===== config.mk =====
export PLATFORM = sky130hd
export DESIGN_NAME = spi_slave
export DESIGN_NICKNAME = d
export VERILOG_FILES = /design/src/rtl/spi_slave.sv
export SDC_FILE = /design/constraint.sdc
export NUM_CORES = 1
export LEC_CHECK = 0
export ABC_AREA = 1
export CAP_MARGIN = 15
export CORE_MARGIN = 1.5
export CORE_UTILIZATION = 52
export CTS_CLUSTER_DIAMETER = 80
export DETAILED_ROUTE_END_ITERATION = 10
export PLACE_DENSITY = 0.78
export SLEW_MARGIN = 25
export SYNTH_ARGS = -nofsm -noshare
export SYNTH_HDL_FRONTEND = slang
export SYNTH_SLANG_ARGS = --single-unit

===== constraint.sdc =====
create_clock -name clk -period 1.4 [get_ports clk]
set_input_delay 0.28 -clock clk [delete_from_list [all_inputs] [get_ports clk]]
set_output_delay 0.28 -clock clk [all_outputs]
set_load 0.02 [all_outputs]

===== src/rtl/spi_slave.sv =====
// SPI slave, mode 0 style with LSB-first framing, oversampled on clk through
// synchronizer chains; one transmit buffer and back-to-back frames under one CS.
//
// state  | meaning
// IDLE   | CS high (synchronized); MISO released, waiting for CS fall
// ACTIVE | selected; shifting on synchronized SCLK falls, MISO driven
module spi_slave #(
   parameter int DATA_WIDTH  = 8,
   parameter int SYNC_STAGES = 2
) (
   input  logic                  clk,
   input  logic                  reset,
   input  logic                  SCLK,
   input  logic                  CS,
   input  logic                  MOSI,
   output logic                  MISO,
   output logic                  MISO_oe,
   input  logic [DATA_WIDTH-1:0] slaveDataToSend,
   input  logic                  txLoad,
   output logic                  txReady,
   output logic [DATA_WIDTH-1:0] slaveDataReceived,
   output logic                  rxValid,
   output logic                  busy,
   output logic                  frameError,
   output logic                  txUnderrun
);

   localparam int CW = $clog2(DATA_WIDTH + 1);

   typedef enum logic {IDLE = 1'b0, ACTIVE = 1'b1} state_t;

   state_t                  state_q, state_d;
   logic [SYNC_STAGES-1:0]  sclk_sync_q, cs_sync_q, mosi_sync_q;
   logic                    sclk_prev_q, cs_prev_q;
   logic [DATA_WIDTH-1:0]   shift_q, shift_d;
   logic [DATA_WIDTH-1:0]   tx_buf_q, tx_buf_d;
   logic [DATA_WIDTH-1:0]   rx_data_q, rx_data_d;
   logic [CW-1:0]           cnt_q, cnt_d;
   logic                    tx_ready_q, tx_ready_d;
   logic                    rx_valid_q, rx_valid_d;
   logic                    frame_err_q, frame_err_d;
   logic                    underrun_q, underrun_d;
   logic                    first_q, first_d;

   logic                    sclk_s, cs_s, mosi_s;
   logic                    sclk_fall, cs_fall, cs_rise, reload;
   logic [DATA_WIDTH-1:0]   shift_in;

   assign sclk_s    = sclk_sync_q[SYNC_STAGES-1];
   assign cs_s      = cs_sync_q[SYNC_STAGES-1];
   assign mosi_s    = mosi_sync_q[SYNC_STAGES-1];
   assign sclk_fall = sclk_prev_q & ~sclk_s;
   assign cs_fall   = cs_prev_q & ~cs_s;
   assign cs_rise   = ~cs_prev_q & cs_s;
   assign shift_in  = {mosi_s, shift_q[DATA_WIDTH-1:1]};

   always_ff @(posedge clk) begin
      if (reset) begin
         state_q     <= IDLE;
         sclk_sync_q <= '0;
         cs_sync_q   <= '1;
         mosi_sync_q <= '0;
         sclk_prev_q <= 1'b0;
         cs_prev_q   <= 1'b1;
         shift_q     <= '0;
         tx_buf_q    <= '0;
         rx_data_q   <= '0;
         cnt_q       <= '0;
         tx_ready_q  <= 1'b1;
         rx_valid_q  <= 1'b0;
         frame_err_q <= 1'b0;
         underrun_q  <= 1'b0;
         first_q     <= 1'b0;
      end else begin
         state_q     <= state_d;
         sclk_sync_q <= {sclk_sync_q[SYNC_STAGES-2:0], SCLK};
         cs_sync_q   <= {cs_sync_q[SYNC_STAGES-2:0], CS};
         mosi_sync_q <= {mosi_sync_q[SYNC_STAGES-2:0], MOSI};
         sclk_prev_q <= sclk_s;
         cs_prev_q   <= cs_s;
         shift_q     <= shift_d;
         tx_buf_q    <= tx_buf_d;
         rx_data_q   <= rx_data_d;
         cnt_q       <= cnt_d;
         tx_ready_q  <= tx_ready_d;
         rx_valid_q  <= rx_valid_d;
         frame_err_q <= frame_err_d;
         underrun_q  <= underrun_d;
         first_q     <= first_d;
      end
   end

   always_comb begin
      state_d     = state_q;
      shift_d     = shift_q;
      tx_buf_d    = tx_buf_q;
      rx_data_d   = rx_data_q;
      cnt_d       = cnt_q;
      tx_ready_d  = tx_ready_q;
      rx_valid_d  = 1'b0;
      frame_err_d = 1'b0;
      underrun_d  = 1'b0;
      first_d     = first_q;
      reload      = 1'b0;
      case (state_q)
         IDLE: begin
            // an SCLK fall coinciding with the CS fall is deliberately dropped
            if (cs_fall) begin
               state_d = ACTIVE;
               cnt_d   = '0;
               first_d = 1'b1;
               reload  = 1'b1;
            end
         end
         ACTIVE: begin
            if (cs_rise) begin
               state_d     = IDLE;
               frame_err_d = (cnt_q != '0);
               cnt_d       = '0;
               first_d     = 1'b0;
            end else if (sclk_fall) begin
               first_d = 1'b0;
               if (cnt_q == CW'(DATA_WIDTH - 1)) begin
                  rx_data_d  = shift_in;
                  rx_valid_d = 1'b1;
                  cnt_d      = '0;
                  reload     = 1'b1;
               end else begin
                  shift_d = shift_in;
                  cnt_d   = cnt_q + CW'(1);
               end
            end
         end
         default: state_d = IDLE;
      endcase
      // reload takes the buffer as it stood before any same-cycle txLoad
      if (reload) begin
         shift_d    = tx_buf_q;
         underrun_d = tx_ready_q;
         tx_ready_d = 1'b1;
      end
      if (txLoad) begin
         tx_buf_d   = slaveDataToSend;
         tx_ready_d = 1'b0;
      end
   end

   assign MISO              = (state_q == ACTIVE) ? shift_q[0] : 1'b0;
   assign MISO_oe           = (state_q == ACTIVE);
   assign busy              = (state_q == ACTIVE) && ((cnt_q != '0) || first_q);
   assign txReady           = tx_ready_q;
   assign slaveDataReceived = rx_data_q;
   assign rxValid           = rx_valid_q;
   assign frameError        = frame_err_q;
   assign txUnderrun        = underrun_q;

endmodule


# ---- Yosys cells after proc, flatten, opt, wreduce, memory -nomap -nowiden
# Index checks and enable logic that the tools add are counted.
dict set report word_totals {
  out_inout_bits 15
  ff_bits 42
  input_bits 14
  word_cells 66
}
dict set report op_classes {
  n_eq_ne 5
  muxes 24
  n_bitwise 9
  reduce_logical 12
  addsub 1
}
# op count
set op_table {}
lappend op_table {{8-bit two-way mux} 5}
lappend op_table {{4-bit two-way mux} 4}
lappend op_table {{1-bit two-way mux} 11}
lappend op_table {{4-bit one-hot mux with 2 select lines} 1}
lappend op_table {{4-bit AND reduction} 2}
lappend op_table {{1-bit inverter} 6}
lappend op_table {{1-bit one-hot mux with 2 select lines} 3}
lappend op_table {{2-bit nonzero test} 3}
lappend op_table {{4-bit by 1-bit adder with 4-bit output (second input constant)} 1}
lappend op_table {{4-bit by 3-bit equality test with 1-bit output (second input constant)} 1}
lappend op_table {{2-bit inequality test (second input constant)} 2}
lappend op_table {{4-bit nonzero test} 1}
lappend op_table {{2-bit OR reduction} 2}
lappend op_table {{1-bit AND} 3}
lappend op_table {{3-bit by 1-bit inequality test with 1-bit output (second input constant)} 1}
lappend op_table {{3-bit OR reduction} 1}
lappend op_table {{2-bit by 1-bit inequality test with 1-bit output (second input constant)} 1}
lappend op_table {{2-bit AND reduction} 1}
lappend op_table {{1-bit logical AND} 1}
lappend op_table {{1-bit logical OR} 1}

# ---- Depth between registers and ports, before layout
dict set report depth {
  depth_word 7
  mapped_depth 10
  depth_no_buf 9
}

# ---- Least setup slack after synthesis
# OpenSTA, ideal clock, no wires.
dict set report synth_path {
  kind {register -> register}
  start {register cnt_q[0]}
  end {register shift_q[2]}
  period_less_slack_ps 1332
  setup_ps 117
  path_buffers 1
  arrival_time_ps 1215
  required_ps 1283
  slack_ps 68
  path_stages_with_launch 10
  cell_sequence {dfxtp_1 ha_1 nand3_1 nor2_2 nand2_4 buf_6 nand3_1 nand2_1 nor2_1 nor2_1}
}
dict set report synth_between {
  elab_chain_cells 7
  elab_cells_between_ends 11
  classes_between {eq/ne: 3; mux: 5; reduce/logical: 3}
}
# item line_no
set synth_rtl {}
lappend synth_rtl {{start: declaration} 38} ;# logic [CW-1:0] cnt_q, cnt_d;
lappend synth_rtl {{start signal: assignment} 84} ;# cnt_q <= cnt_d;
lappend synth_rtl {{4-bit by 3-bit equality test with 1-bit output (*)} 123} ;# if (cnt_q == CW'(DATA_WIDTH - 1)) begin
lappend synth_rtl {{1-bit two-way mux} 123}
lappend synth_rtl {{1-bit two-way mux} n/a}
lappend synth_rtl {{1-bit two-way mux} 116} ;# if (cs_rise) begin
lappend synth_rtl {{1-bit one-hot mux with 2 select lines} 105} ;# case (state_q)
lappend synth_rtl {{2-bit inequality test (no source line), or another cell as far along} n/a}
lappend synth_rtl {{4-bit AND reduction (no source line)} n/a}
lappend synth_rtl {{end signal: assignment} 81} ;# shift_q <= shift_d;
lappend synth_rtl {{end: declaration} 35} ;# logic [DATA_WIDTH-1:0] shift_q, shift_d;
# Mark *: on every way between the ends. The rest lies on a longest branch, timed or not.
# A chain may end at the register's enable or synchronous reset.

# ---- Worst setup path after layout
dict set report layout_path {
  start {register cnt_q[1]}
  end {output port busy}
}
dict set report layout_between {
  elab_chain_cells 3
}
# item line_no
set layout_rtl {}
lappend layout_rtl {{4-bit nonzero test} 150} ;# assign busy = (state_q == ACTIVE) && ((cnt_q != '0) || first_q);
lappend layout_rtl {{1-bit logical OR} 150}
lappend layout_rtl {{1-bit logical AND} 150}
lappend layout_rtl {{end: declaration} 23} ;# output logic busy,
# Every way passes these cells.

==> results by group <==
Worst setup path
  • Sequence of cells on the critical path: inv_2 -> ha_4 -> nand3_2 -> o21ai_1 -> inv_1 -> buf_6
  • CP arrival: 1.26 ns
  • Critical Path Fanout Max: 2
  • Highest cell delay on the worst timing path: 0.34 ns
  • CP Data Required Time: 1.12 ns
  • Worst setup EP type: primary output
  • Reg2reg setup slack: -0.06 ns
  • Crit-path slowest cell: dfxtp_2
  • Crit path kind: flop to primary output
  • Crit start category: flop

Placement
  • Dpl ws: -0.246 ns
  • Area post-placement: 2080 µm²
  • Placed Instances: 290
  • Routability Congestion: 0.832
  • Count of input and output buffers: 28
  • DPL Wire Length: 1980 µm

Timing
  • Clock period minus worst slack: 1.54 ns
  • Fmax: 0.650 GHz
  • Final slew viol count: 0
  • Min Hold Slack: 0.416 ns
  • Finish-stage setup viols: 9
  • Max-slew headroom: 72.7%
  • Worst slew pin tran: 0.409 ns
  • Clock skew: 0.0135 ns
  • Final WS setup: -0.138 ns
  • Fin crit share: 110%
  • Final Hold Vio Count: 0
  • RSZ-0062 raised after global routing: true

Final layout
  • Area delta synth->final: 32.7%
  • Ant. Diodes: 0
  • Total Nets Final: 275
  • Final Instance Area: 2300 µm²
  • Fin cells: 304
  • Fraction of layout cells with a size suffix above 1: 22.7%

Power and ir drop
  • Maximum VDD drop: 0.653 mV
  • PD cells: 979 nW/µm²
  • LEAKAGE: 0.990 nW

Synth
  • Post-synth cell types: 25
  • Synth top area share: 48.4%
  • Register area share after synthesis: 48.4%
  • Synth area leader: dfxtp_1
  • Syn Inst Count: 219
  • Cell area after synthesis: 1740 µm²
  • Largest cells by area after synthesis: dfxtp_1 48%, nor2_1 9.1%, o21ai_0 5.5%, inv_1 4.8%, a21oi_1 4.3%
  • Post-Syn Area per Cell: 7.92 µm²
  • Post-synth net total: 235
  • Seq cells post-synth: 42
  • Synthesis warning total: 0

Die
  • # rows: 20
  • CORE AREA: 3100 µm²
  • Die ar.: 3690 µm²
  • Starting Density: 55.9%
  • I/O pin total: 29
  • Die width: 60.8 µm
  • Die Span Y: 60.8 µm

Clock network
  • # hold bufs at CTS: 0
  • Worst-Skew Late Latency: 0.35 ns
  • Total CTS buffers: 5
  • Longest Clk Path Bufs: 2
  • Clock root cell: clkbuf_4
  • Clk sink count: 42
  • H-tree depth: 2
  • CTS tree: yes
  • Worst-path clk slew: 0.12 ns

Routing
  • Drt wl/cell: 11.0 µm
  • DR vias/cell: 4.74
  • Via count: 1440
  • Final ANT Viol Nets: 0
  • Initial DRC Count: 40
  • Routed wire length: 3340 µm
  • DRC: 0
  • First drt pass iteration count: 4

Flow run
  • Max_cap viols: 0

Global route
  • First-pass GRT wire length: 5310 µm
  • Largest net degree at the start of global routing: 30
  • Initial antenna violation count: 0
  • Gr usage total: 19.5%
  • Grt ovf: 0
  • Vias in the first global route: 1172

Min path
  • Hold crit path type: flop to flop

Status
  • Status: complete, but fails checks
  • Failing checks: negative setup slack
area by class of cell:
type | count | area, µm²
fillers | 248 | 800
inverters | 29 | 119
repair buffers | 40 | 389
multi-input cells | 141 | 821
clock buffers | 7 | 45.0
clock inverters | 1 | 30.0
flip-flops and latches | 42 | 845
well taps | 44 | 55.1
report_power, final:
part | switching, mW | internal [mW]
Clock | 0.360 | 0.379
Sequential | 0.0232 | 1.24
Combinational | 0.139 | 0.111
layer usage:
| metal | part of all wire (%) | vias up | track usage (%) | wire [µm] |
|---|---|---|---|---|
| met5 | 0 | - | 0 | 0 |
| met4 | 2.9 | 0 | 7.45 | 98 |
| met3 | 4.2 | 8 | 5.76 | 139 |
| met2 | 47 | 33 | 28.9 | 1570 |
| met1 | 46 | 614 | 27.1 | 1540 |
| li1 | - | 785 | - | - |
critical path: cells and delay by family, from the launching register on:
kind                     cells  cell delay (ns)
adder cells (fa/ha/maj)      1             0.12
AND/OR/NAND/NOR              1             0.06
AO/OA/AOI/OAI                1             0.14
buffers and inverters        3             0.24
flip-flops                   1             0.34
layout by cell type, fill, tap and decap left out, types with 7 or more instances in the layout:
cell             Yosys  routed
inv_2                6       7
dfxtp_1             42      39
a21oi_2              8       8
clkdlybuf4s50_1      0      13
nand3_1             13      11
nor2_1              42      41
o21ai_1             11      11
dlygate4sd2_1        0      11
buf_4                1       8
o21ai_0             19      18
a21oi_1             15      15
inv_1               22      20
nand2_1             17      17
flip-flops by register name, indices dropped and copies added (netlist names):
name,flops
shift_q,8
slaveDataReceived,8
tx_buf_q,8
cnt_q,4
cs_sync_q,2
mosi_sync_q,2
sclk_sync_q,2
MISO_oe,1
cs_prev_q,1
first_q,1
frameError,1
rxValid,1
sclk_prev_q,1
txReady,1
txUnderrun,1
repair_timing:
item | CTS | global route
pin swaps | 2 | 9
setup buffers | 3 | 0
setup endpoints to repair | 33 | 22
cloned | 3 | 0
resized for setup | 30 | 20
endpoints found under the hold margin | 0 | 0
through the flow:
step	power [mW]	utilization, %	setup TNS (ns)
2_1_floorplan	1.44	-	0
3_5_place_dp	1.52	67.1	-2.07
4_1_cts	2.25	72.3	-1.41
6_report	2.26	74.2	-0.412
5_1_grt	2.37	74.2	-1.60
3_3_place_gp	1.52	67.1	-1.48
cell usage after synthesis:
cell,n
dfxtp_1,42
nor2_1,42
inv_1,22
o21ai_0,19
nand2_1,17
a21oi_1,15
nand3_1,13
o21ai_1,11
a21oi_2,8
inv_2,6
clkbuf_1,4
buf_6,3
ha_1,2
nand2_2,2
nand2_4,2
or2_2,2
buf_12,1
buf_2,1
buf_4,1
inv_4,1
nand3_2,1
nor2_2,1
nor4_1,1
o21ai_4,1
xor2_1,1
cell families (layout without fill, tap and decap cells):
| family | Yosys count | in the layout | share of synthesized area, % |
|---|---|---|---|
| buffers and inverters | 39 | 77 | 11.1 |
| flip-flops | 42 | 42 | 48.5 |
| AND/OR/NAND/NOR | 81 | 84 | 20.5 |
| AO/OA/AOI/OAI | 54 | 54 | 18.0 |
| adder cells (fa/ha/maj) | 2 | 2 | 1.44 |
| XOR/XNOR | 1 | 1 | 0.505 |
worst paths after layout:
check                                     from        endpoint  cells past startpoint
worst max register to register        cnt_q[0]      shift_q[5]                     10
worst min register to register  sclk_sync_q[0]  sclk_sync_q[1]                      2
worst max-delay path                  cnt_q[1]            busy                      6
worst min-delay path            sclk_sync_q[0]  sclk_sync_q[1]                      2
(Power assumes the default switching activity.)
